--- src/rtl/chiptune_pkg.sv ---
// Shared definitions for the chiptune register-write link: frame constants,
// register selects, transmitter states and the queued command payload.
package chiptune_pkg;

    localparam logic [3:0]  HDR_MARK      = 4'hA;
    localparam int unsigned FRAME_BITS    = 10;
    localparam int unsigned BYTES_PER_CMD = 2;

    localparam logic [1:0] REG_4000 = 2'd0;
    localparam logic [1:0] REG_4001 = 2'd1;
    localparam logic [1:0] REG_4002 = 2'd2;
    localparam logic [1:0] REG_4003 = 2'd3;

    typedef enum logic [1:0] {
        IDLE,
        START,
        DATA,
        STOP
    } tx_state_t;

    typedef struct packed {
        logic [1:0] addr;
        logic [7:0] data;
    } wr_cmd_t;

    // Header byte identifying the target register of a command.
    function automatic logic [7:0] header_byte(input logic [1:0] addr);
        return {HDR_MARK, 2'b00, addr};
    endfunction

endpackage

--- src/rtl/baud_gen.sv ---
// Free-running bit-clock divider: sck is low for the first half of each
// bit period and bit_tick marks the last clk of the period.
module baud_gen #(
    parameter int unsigned DIV = 16
) (
    input  logic clk,
    input  logic rst_n,
    output logic sck,
    output logic bit_tick
);

    localparam int unsigned CW = (DIV > 1) ? $clog2(DIV) : 1;

    logic [CW-1:0] div_cnt;
    logic [CW-1:0] div_cnt_d;

    always_comb begin
        div_cnt_d = div_cnt + CW'(1);
        if (div_cnt == CW'(DIV - 1)) begin
            div_cnt_d = '0;
        end
    end

    // sck and bit_tick are registered from the next count so they align with div_cnt.
    always_ff @(posedge clk or negedge rst_n) begin
        if (!rst_n) begin
            div_cnt  <= '0;
            sck      <= 1'b0;
            bit_tick <= 1'b0;
        end else begin
            div_cnt  <= div_cnt_d;
            sck      <= (div_cnt_d >= CW'(DIV / 2));
            bit_tick <= (div_cnt_d == CW'(DIV - 1));
        end
    end

endmodule

--- src/rtl/reg_encoder.sv ---
// Transmit end of the chiptune register-write link: one-deep command buffer
// feeding a serialiser that sends header + data bytes as back-to-back 8N1.
module reg_encoder
    import chiptune_pkg::*;
#(
    parameter int unsigned CLKRATE = 4800,
    parameter int unsigned BAUD    = 300
) (
    input  logic       clk,
    input  logic       rst_n,
    input  logic       wr_valid,
    output logic       wr_ready,
    input  logic [1:0] wr_addr,
    input  logic [7:0] wr_data,
    output logic       sck,
    output logic       sdi,
    output logic       busy
);

    localparam int unsigned DIV       = CLKRATE / BAUD;
    localparam int unsigned DATA_BITS = FRAME_BITS - 2;

    logic       bit_tick;
    tx_state_t  state, state_d;
    wr_cmd_t    pend, pend_d;
    logic       buf_full, buf_full_d;
    logic [7:0] shift, shift_d;
    logic [7:0] cur_data, cur_data_d;
    logic [2:0] bit_idx, bit_idx_d;
    logic       byte_sel, byte_sel_d;
    logic       sdi_d;
    logic       load_cmd;
    logic       accept;

    baud_gen #(.DIV(DIV)) u_baud_gen (
        .clk      (clk),
        .rst_n    (rst_n),
        .sck      (sck),
        .bit_tick (bit_tick)
    );

    assign accept = wr_valid & wr_ready;

    // Bit sequencing happens only on bit_tick, so sdi moves only as sck falls.
    always_comb begin
        state_d    = state;
        pend_d     = pend;
        buf_full_d = buf_full;
        shift_d    = shift;
        cur_data_d = cur_data;
        bit_idx_d  = bit_idx;
        byte_sel_d = byte_sel;
        sdi_d      = sdi;
        load_cmd   = 1'b0;

        if (bit_tick) begin
            case (state)
                IDLE: load_cmd = buf_full;
                START: begin
                    state_d = DATA;
                    sdi_d   = shift[0];
                end
                DATA: begin
                    shift_d   = shift >> 1;
                    bit_idx_d = bit_idx + 3'd1;
                    if (bit_idx == 3'(DATA_BITS - 1)) begin
                        state_d = STOP;
                        sdi_d   = 1'b1;
                    end else begin
                        sdi_d = shift[1];
                    end
                end
                STOP: begin
                    if (byte_sel != 1'(BYTES_PER_CMD - 1)) begin
                        shift_d    = cur_data;
                        byte_sel_d = 1'b1;
                        state_d    = START;
                        sdi_d      = 1'b0;
                    end else if (buf_full) begin
                        load_cmd = 1'b1;
                    end else begin
                        state_d = IDLE;
                        sdi_d   = 1'b1;
                    end
                end
                default: state_d = IDLE;
            endcase
        end

        if (load_cmd) begin
            shift_d    = header_byte(pend.addr);
            cur_data_d = pend.data;
            byte_sel_d = 1'b0;
            state_d    = START;
            sdi_d      = 1'b0;
            buf_full_d = 1'b0;
        end

        // A same-cycle accept wins, leaving the buffer full with the new command.
        if (accept) begin
            buf_full_d  = 1'b1;
            pend_d.addr = wr_addr;
            pend_d.data = wr_data;
        end
    end

    always_ff @(posedge clk or negedge rst_n) begin
        if (!rst_n) begin
            state    <= IDLE;
            pend     <= '0;
            buf_full <= 1'b0;
            shift    <= '0;
            cur_data <= '0;
            bit_idx  <= '0;
            byte_sel <= 1'b0;
            sdi      <= 1'b1;
            wr_ready <= 1'b1;
            busy     <= 1'b0;
        end else begin
            state    <= state_d;
            pend     <= pend_d;
            buf_full <= buf_full_d;
            shift    <= shift_d;
            cur_data <= cur_data_d;
            bit_idx  <= bit_idx_d;
            byte_sel <= byte_sel_d;
            sdi      <= sdi_d;
            wr_ready <= !buf_full_d;
            busy     <= (state_d != IDLE) | buf_full_d;
        end
    end

endmodule

--- config.mk ---
export PLATFORM = sky130hd
export DESIGN_NAME = reg_encoder
export DESIGN_NICKNAME = d
export VERILOG_FILES = /design/src/rtl/chiptune_pkg.sv /design/src/rtl/baud_gen.sv /design/src/rtl/reg_encoder.sv
export SDC_FILE = /design/constraint.sdc
export NUM_CORES = 1
export LEC_CHECK = 0
export ABC_AREA = 1
export ABC_CLOCK_PERIOD_IN_PS = 3300
export BUFFER_PORTS_ARGS = -buffer_cell sky130_fd_sc_hd__buf_2
export CAP_MARGIN = 20
export CORE_AREA = 2 2 83 85
export CTS_BUF_LIST = sky130_fd_sc_hd__clkbuf_8
export DETAILED_ROUTE_END_ITERATION = 12
export DIE_AREA = 0 0 85 87
export MAX_ROUTING_LAYER = met4
export PLACE_DENSITY = 0.5
export SLEW_MARGIN = 20
export SYNTH_ARGS = -nofsm -noshare
export SYNTH_HDL_FRONTEND = slang
export SYNTH_SLANG_ARGS = --single-unit
--- constraint.sdc ---
create_clock -name clk -period 3.3 [get_ports clk]
set_input_delay 0.825 -clock clk [delete_from_list [all_inputs] [get_ports clk]]
set_output_delay 0.825 -clock clk [all_outputs]
set_load 0.1 [all_outputs]
==> run_results.csv, run 1 <==
group,metric,value,unit
status,status,"finished clean",
sta,finalSetupTns,0,ns
floorplan,die_h,87,um
synth,seq_area_frac_synth,53.0,%
pwr,switching_power,232,uW
global_routing,grt_pass1_vias,1335,
detailed_routing,vias_per_cell,4.15,
floorplan,core,6570,um2
pwr,p_sw_share,23.7,%
sta,setup_slack,1.12,ns
critical_path,r2r_cells,8,
finish,final_area,2180,um2
clock_network,clk_pin_slew,0.08,ns
finish,nets,265,
placed_design,place_area,2090,um2
synth,post-synth-top-area-cell,"dfrtp_1",
sta,slew_violations,0,
floorplan,die_w,85,um
critical_path,crit_type,"reg2reg",
critical_path,crit_path_start_kind,"flop",
critical_path,reg2reg_to,"shift[3]",
floorplan,initial_core_util,29.5,%
synth,avgSynthCellArea,8.59,um2
synth,syn-num-nets,248,
synth,post_synth_inst_count,226,
pwr,power_density,449,nW/um2
synth,ys.warnings.count,0,
floorplan,io_pins,17,
pwr,ir_worst_vdd,0.220,mV
sta,finClkSkew,0.0109,ns
sta,fin_crit_sh,65.9,%
min_path,hold_depth,2,
sta,finalHoldViolations,0,
sta,max_freq,460,MHz
synth,synth_top_area_share,50.3,%
placed_design,gp_congestion,0.811,
detailed_routing,detail-route-antenna-nets,0,
sta,maxSlewHeadroom,40.5,%
pwr,p_leak,0.00120,uW
critical_path,r2r_setup_slack,1.12,ns
clock_network,cts.repair.resized,0,
sta,setup_violations,0,
clock_network,ctsHoldBuffers,0,
global_routing,antenna_found_initial,0,
min_path,holdPathEnd,"sdi",
min_path,hold_path_class,"reg2reg",
finish,area_growth,12.3,%
sta,holdWs,0.465,ns
finish,num_antenna_cells,0,
detailed_routing,vias,1345,
sta,post-route-min-period,2.18,ns
critical_path,rr_startpoint,"state[0]",
sta,grt_setup_unrepaired,"false",
run,drv_cap,0,
synth,synth-seq-cells,41,
clock_network,clkLatencyLatePin,0.29,ns
sta,tightest_slew,0.893,ns
clock_network,postCtsSetupBuffers,0,
finish,layout_commonest_cell,"nand2_1",
critical_path,required,3.48,ns
clock_network,cts_made_buffers,5,
pwr,p_comb_share,7.7,%
critical_path,crit_fanout,29,
pwr,seq_power_share,57.9,%
detailed_routing,drt_first_pass_iters,4,
pwr,intPower,746,uW
placed_design,numPortBuffers,16,
finish,drive_above_1_share,16.0,%
finish,final_cell_mix,"nand2_1 (84), dfrtp_1 (39), inv_1 (26)",
min_path,hold_start,"sdi",
clock_network,cts_sinks,41,
floorplan,rows,30,
clock_network,max-clock-path-buffers,2,
placed_design,hpwl,2.43,mm
critical_path,cp.arrival,2.35,ns
clock_network,cts_max_level,2,
global_routing,grt_max_degree,42,
detailed_routing,drt_iter0_drc,93,
placed_design,detailedPlace.worstSlack,1.15,ns
global_routing,grt_overflow,0,
global_routing,grt_pass1_wl,6.11,mm
global_routing,grt_usage,10.5,%
clock_network,cts-root-buf,"clkbuf_8",
detailed_routing,drc,0,
critical_path,cp-startpoint,"state[0]",
detailed_routing,wl,3.41,mm
pwr,clkPwrFrac,34.4,%
synth,netlist_area,1940,um2
detailed_routing,wl_per_cell,10.5,um
critical_path,end_kind,"flop",
clock_network,cts_tree,"done",
synth,synth_area_leaders,"dfrtp_1 (50%), nand2_1 (16%), ha_1 (5.8%)",
synth,post_synth_num_cell_types,21,
floorplan,dieArea,7400,um2
==> per-stage QoR <==
step | cells | utilization (%) | total power [uW]
floorplan | 226 | - | 623
global placement | 316 | 31.8 | 653
detailed placement | 316 | 31.8 | 655
CTS | 324 | 33.2 | 996
global route | 324 | 33.2 | 1030
finish | 324 | 33.2 | 978
==> critical path, stage by stage (launching register included) <==
cell and delay, ns:
dfrtp_1 0.44, ha_1 0.45, nand2_2 0.15, nand2_2 0.11, nand3_2 0.43, nand2_1 0.22
nand2_2 0.12, nand2_1 0.09, nand2_1 0.06
==> final cells by class <==
cell class	count	area [um2]
Fill cell	712	4390
Sequential cell	41	1030
Multi-Input combinational cell	154	783
Tap cell	80	100
Inverter	25	93.8
Clock buffer	6	82.6
Timing Repair Buffer	16	80.1
Clock inverter	2	11.3
==> registers in the layout, indices dropped and copies added (netlist names) <==
register,count
u_baud_gen.bit_tick,1
cur_data,8
byte_sel,1
shift,8
busy,1
u_baud_gen.div_cnt,4
state,2
bit_idx,3
pend,10
sdi,1
wr_ready,1
buf_full,1
==> power by group through the flow <==
stage          Combinational (uW)  Sequential, uW  Clock [uW]
6_report                     75.7             566         336
3_5_place_dp                 78.3             577           0
2_1_floorplan                44.8             578           0
3_3_place_gp                 76.7             577           0
5_1_grt                      87.1             572         369
4_1_cts                      78.5             567         351
==> layer usage <==
metal	vias up	share of wire (%)	track usage, %
met2	17	42	15.7
li1	729	-	-
met4	0	1.4	3.46
met3	4	2.6	2.56
met1	595	54	14.2
met5	-	0	-
==> logic make-up after synthesis <==
logic type	synth area share, %
XOR/XNOR	0.903
AO/OA/AOI/OAI	4.84
AND/OR/NAND/NOR	24.8
flip-flops	53.0
multiplexers	4.06
adder cells (fa/ha/maj)	5.80
buffers and inverters	6.64
==> Yosys cell counts <==
cell type	n
or2_2	1
a21oi_1	8
dfrtp_1	39
inv_1	25
ha_1	9
buf_2	4
nand2_1	84
a21oi_2	1
nor2_1	18
clkbuf_1	1
nand3_1	5
nand4_1	5
buf_6	1
nand2_2	3
nand3_2	1
o21ai_0	6
xnor2_1	2
nor2_2	1
mux2_2	7
o21ai_1	3
dfstp_2	2
==> worst max path at each step <==
stage	endpoint	slack [ns]	cells past startpoint
2_1_floorplan	sck	1.56	0
3_3_place_gp	busy	1.18	8
3_5_place_dp	busy	1.15	8
4_1_cts	shift[3]	1.12	8
5_1_grt	shift[7]	0.76	8
6_report	shift[3]	1.12	8
No activity file was read; power rests on OpenSTA's default activity.
==> run 2: changes to the inputs <==
ABC_CLOCK_PERIOD_IN_PS = 2000   (was 3300)
PLACE_DENSITY = 0.51   (was 0.5)
clock period = 2 ns   (was 3.3 ns; I/O delays follow)
==> run_results.csv, run 2 (synthesized netlist as in run 1, its figures left out) <==
group,metric,value,unit
critical_path,reg2reg_to,"cur_data[3]",
critical_path,cp.arrival,1.98,ns
pwr,clkPwrFrac,38.4,%
sta,grt_setup_unrepaired,"false",
clock_network,cts_tree,"done",
clock_network,cts-root-buf,"clkbuf_8",
floorplan,dieArea,7400,um2
critical_path,r2r_cells,8,
sta,finalSetupTns,0,ns
sta,fin_crit_sh,90.1,%
critical_path,slowest_delay,0.43,ns
pwr,power_density,763,nW/um2
critical_path,required,2.18,ns
critical_path,r2r_setup_slack,0.20,ns
placed_design,detailedPlace.worstSlack,0.166,ns
finish,regMostFlops,"pend",
global_routing,grt_usage,10.9,%
finish,final_core_util,34.5,%
critical_path,rr_startpoint,"state[0]",
sta,finClkSkew,0.00810,ns
clock_network,postCtsSetupBuffers,0,
min_path,hold_path_class,"in2async",
floorplan,die_h,87,um
sta,setup_slack,0.197,ns
finish,largest_reg_flops,10,
critical_path,crit_chain,"inv_1, ha_1, nor2_1, nand3_4, buf_4, buf_4, nand2_1, o21ai_0",
finish,nets,273,
finish,final_cell_mix,"nand2_1 (84), dfrtp_1 (39), inv_1 (26)",
sta,maxSlewHeadroom,67.6,%
detailed_routing,drt_iter0_drc,64,
pwr,ir_worst_vdd,0.357,mV
status,status,"finished clean",
global_routing,antenna_found_initial,0,
critical_path,path_common_cell,"buf_4",
placed_design,numPortBuffers,16,
run,drv_cap,0,
finish,area_growth,16.7,%
global_routing,grt_pass1_wl,6.24,mm
critical_path,crit_fanout,10,
clock_network,clk_pin_slew,0.08,ns
global_routing,grt_pass1_vias,1355,
critical_path,end_kind,"flop",
sta,tightest_slew,0.489,ns
finish,drive_above_1_share,18.7,%
pwr,seq_power_share,54.0,%
sta,post-route-min-period,1.80,ns
finish,layout_commonest_cell,"nand2_1",
critical_path,crit_path_start_kind,"flop",
detailed_routing,vias,1410,
clock_network,cts_max_level,2,
detailed_routing,detail-route-antenna-nets,0,
sta,max_freq,555,MHz
detailed_routing,vias_per_cell,4.25,
clock_network,cts_sinks,41,
pwr,p_sw_share,23.1,%
clock_network,ctsHoldBuffers,0,
sta,setup_violations,0,
finish,top_regs,"pend x10, cur_data x8, shift x8",
pwr,p_comb_share,7.7,%
floorplan,core,6570,um2
clock_network,clkLatencyLatePin,0.29,ns
finish,multi_input_area,791,um2
sta,finalHoldViolations,0,
floorplan,die_w,85,um
sta,slew_violations,0,
detailed_routing,wl,3.52,mm
clock_network,cts_made_buffers,5,
pwr,intPower,1330,uW
critical_path,crit_type,"reg2reg",
placed_design,hpwl,2.58,mm
critical_path,slowest_stage,"dfrtp_1",
pwr,p_leak,0.00125,uW
detailed_routing,wl_per_cell,10.6,um
detailed_routing,drt_first_pass_iters,4,
finish,num_antenna_cells,0,
pwr,switching_power,399,uW
detailed_routing,drc,0,
floorplan,io_pins,17,
finish,nFillCells,692,
clock_network,max-clock-path-buffers,2,
global_routing,grt_max_degree,20,
floorplan,initial_core_util,29.5,%
floorplan,rows,30,
placed_design,gp_congestion,0.759,
finish,seq_area,1030,um2
global_routing,grt_overflow,0,
==> run 2: changes by cell type in the layout (fill, tap and decap cells not counted), sizes merged <==
| cell | previous run | this run |
|---|---|---|
| clkbuf | 6 | 5 |
| buf | 16 | 24 |
| bufinv | 0 | 1 |
| clkinvlp | 1 | 0 |
| clkinv | 0 | 1 |
==> run 2: worst max-delay path by stage <==
stage	start	to
final	state[0]	cur_data[3]
after global routing	state[0]	shift[3]
after CTS	state[0]	cur_data[3]
after detailed placement	state[0]	cur_data[3]
after global placement	state[0]	cur_data[3]
after floorplan	wr_ready	pend[3]
==> run 2: cell type report <==
type | instances | share of cell area (%)
inverter | 25 | 4.14
timing repair buffer | 24 | 6.19
sequential | 41 | 45.4
clock inverter | 3 | 1.88
clock buffer | 5 | 3.04
tap | 80 | 4.42
multi-input combinational | 154 | 34.9
==> run 2: through the flow <==
stage	cell area (um2)	total power, uW	hold slack, ns	cells
3_3_place_gp	2150	1080	0.451	324
3_5_place_dp	2150	1090	0.451	324
6_report	2260	1730	0.133	332
5_1_grt	2260	1820	0.163	332
4_1_cts	2260	1760	0.136	332
2_1_floorplan	1940	1030	0.204	226
==> run 2: power by group through the flow <==
stage,Clock (uW),Sequential [uW],Combinational [uW]
after floorplan,0,954,74.0
after global placement,0,948,133
after detailed placement,0,949,136
after CTS,689,932,136
after global routing,727,941,150
final,663,932,132
==> run 2: worst max-delay path: cells and delay by family, from the launching register on <==
family                     cells  cell delay [ns]
AOI/OAI and AO/OA              1             0.07
adders and majority gates      1             0.32
buffers and inverters          3             0.46
DFF                            1             0.43
and+or+nand+nor                3             0.40
==> run 2: what timing repair did <==
action | CTS | global route
setup endpoints to repair | 0 | 4
gates resized for setup | 0 | 1
endpoints found under the hold margin | 0 | 0
==> run 2: layer usage <==
metal	global-route usage [%]	part of all wire, %
met1	14.9	52
met2	15.8	43
met3	2.37	2.9
met4	4.33	1.4
met5	-	0
==> run 3: changes to the inputs <==
ABC_CLOCK_PERIOD_IN_PS = 1700   (was 2000)
PLACE_DENSITY = 0.5   (was 0.51)
TNS_END_PERCENT = 10   (was not set)
clock period = 1.7 ns   (was 2 ns; I/O delays follow)
==> run_results.csv, run 3 (synthesized netlist as in run 1, its figures left out) <==
group,metric,value,unit
global_routing,grt_pass1_vias,1408,
sta,finalSetupTns,0,ns
critical_path,cp.arrival,1.15,ns
detailed_routing,drc,0,
run,drv_cap,0,
sta,tightest_slew,0.486,ns
clock_network,cts_sinks,41,
critical_path,critPathTopFamily,"flip-flops",
critical_path,crit_buf_inv,1,
critical_path,crit_fanout,2,
sta,setup_violations,0,
floorplan,rows,30,
floorplan,die_w,85,um
detailed_routing,vias_per_cell,4.29,
finish,multi_input_area,796,um2
global_routing,grt_usage,10.9,%
detailed_routing,wl,3.61,mm
critical_path,required,1.27,ns
pwr,p_leak,0.00127,uW
finish,top_regs,"pend x10, cur_data x8, shift x8",
placed_design,hpwl,2.72,mm
critical_path,crit_chain,"clkbuf_4",
placed_design,gp_congestion,0.799,
detailed_routing,drt_iter0_drc,70,
detailed_routing,vias,1433,
clock_network,cts_made_buffers,5,
finish,nFillCells,680,
pwr,ir_worst_vdd,0.510,mV
finish,regMostFlops,"pend",
min_path,hold_path_class,"in2async",
global_routing,grt_pass1_wl,6.32,mm
sta,post-route-min-period,1.57,ns
pwr,power_density,879,nW/um2
sta,finalHoldViolations,0,
global_routing,grt_overflow,0,
sta,maxSlewHeadroom,67.8,%
clock_network,cts_max_level,2,
finish,largest_reg_flops,10,
sta,finClkSkew,0.00167,ns
clock_network,clk_pin_slew,0.08,ns
critical_path,slowest_stage,"dfstp_2",
detailed_routing,drt_first_pass_iters,4,
critical_path,crit_path_start_kind,"flop",
pwr,p_total,2040,uW
floorplan,dieArea,7400,um2
clock_network,cts-root-buf,"clkbuf_8",
detailed_routing,detail-route-antenna-nets,0,
finish,drive_above_1_share,20.1,%
global_routing,antenna_found_initial,0,
sta,max_freq,635,MHz
finish,nets,275,
status,status,"finished clean",
floorplan,core,6570,um2
clock_network,cts_tree,"done",
global_routing,grt_max_degree,24,
floorplan,io_pins,17,
sta,slew_violations,0,
finish,area_growth,19.5,%
floorplan,initial_core_util,29.5,%
finish,final_cell_mix,"nand2_1 (84), dfrtp_1 (39), inv_1 (26)",
detailed_routing,wl_per_cell,10.8,um
placed_design,numPortBuffers,16,
clock_network,ctsHoldBuffers,0,
sta,fin_crit_sh,92.6,%
critical_path,slowest_delay,0.54,ns
clock_network,max-clock-path-buffers,2,
critical_path,end_kind,"output pin",
floorplan,die_h,87,um
clock_network,clkLatencyLatePin,0.29,ns
sta,grt_setup_unrepaired,"false",
finish,seq_area,1030,um2
finish,layout_commonest_cell,"nand2_1",
critical_path,crit_type,"reg2out",
finish,num_antenna_cells,0,
==> run 3: path summary, 6_finish.rpt <==
path | slack, ns | to | start | depth (start not counted)
worst max-delay path | 0.13 | wr_ready | wr_ready | 1
worst min-delay path | 0.07 | u_baud_gen.div_cnt[3] | rst_n | 1
worst max register to register | 0.13 | busy | state[1] | 8
worst min register to register | 0.47 | cur_data[0] | pend[0] | 2
max in group asynchronous | 1.15 | cur_data[5] | rst_n | 2
min in group clk | 0.36 | pend[1] | wr_data[1] | 2
==> run 3: report_power, final <==
part / switching (uW) / internal [uW]
logic: 87.4 / 69.8
clock network: 344 / 435
registers: 39.2 / 1060
==> run 3: metal layers <==
layer / vias up / wire, um / track usage, %
met4: 0 / 50 / 3.46
met1: 661 / 1810 / 14.0
met3: 4 / 79 / 2.56
li1: 751 / - / -
met2: 17 / 1680 / 17.3
met5: - / 0 / -
==> run 3: timing repair <==
| action | CTS | global route |
|---|---|---|
| gates resized for setup | 0 | 5 |
| endpoints found under the setup margin | 0 | 19 |
| buffers inserted | 0 | 0 |
==> run 3: metrics by stage <==
stage	worst slack (ns)	area, um2	hold WS, ns	utilization, %	cells
floorplan	0.0881	1940	0.129	-	226
global placement	0.0711	2190	0.404	33.3	326
detailed placement	0.0425	2190	0.403	33.3	326
CTS	0.0188	2300	0.0802	35.0	334
global route	0.00478	2320	0.0951	35.3	334
finish	0.125	2320	0.0733	35.3	334
==> run 3: area by class of cell <==
type | count | area share [%]
repair buffers | 26 | 8.15
clock buffers | 5 | 2.97
well taps | 80 | 4.32
multi-input cells | 154 | 34.3
inverters | 25 | 4.05
clock inverters | 3 | 1.83
flip-flops and latches | 41 | 44.4
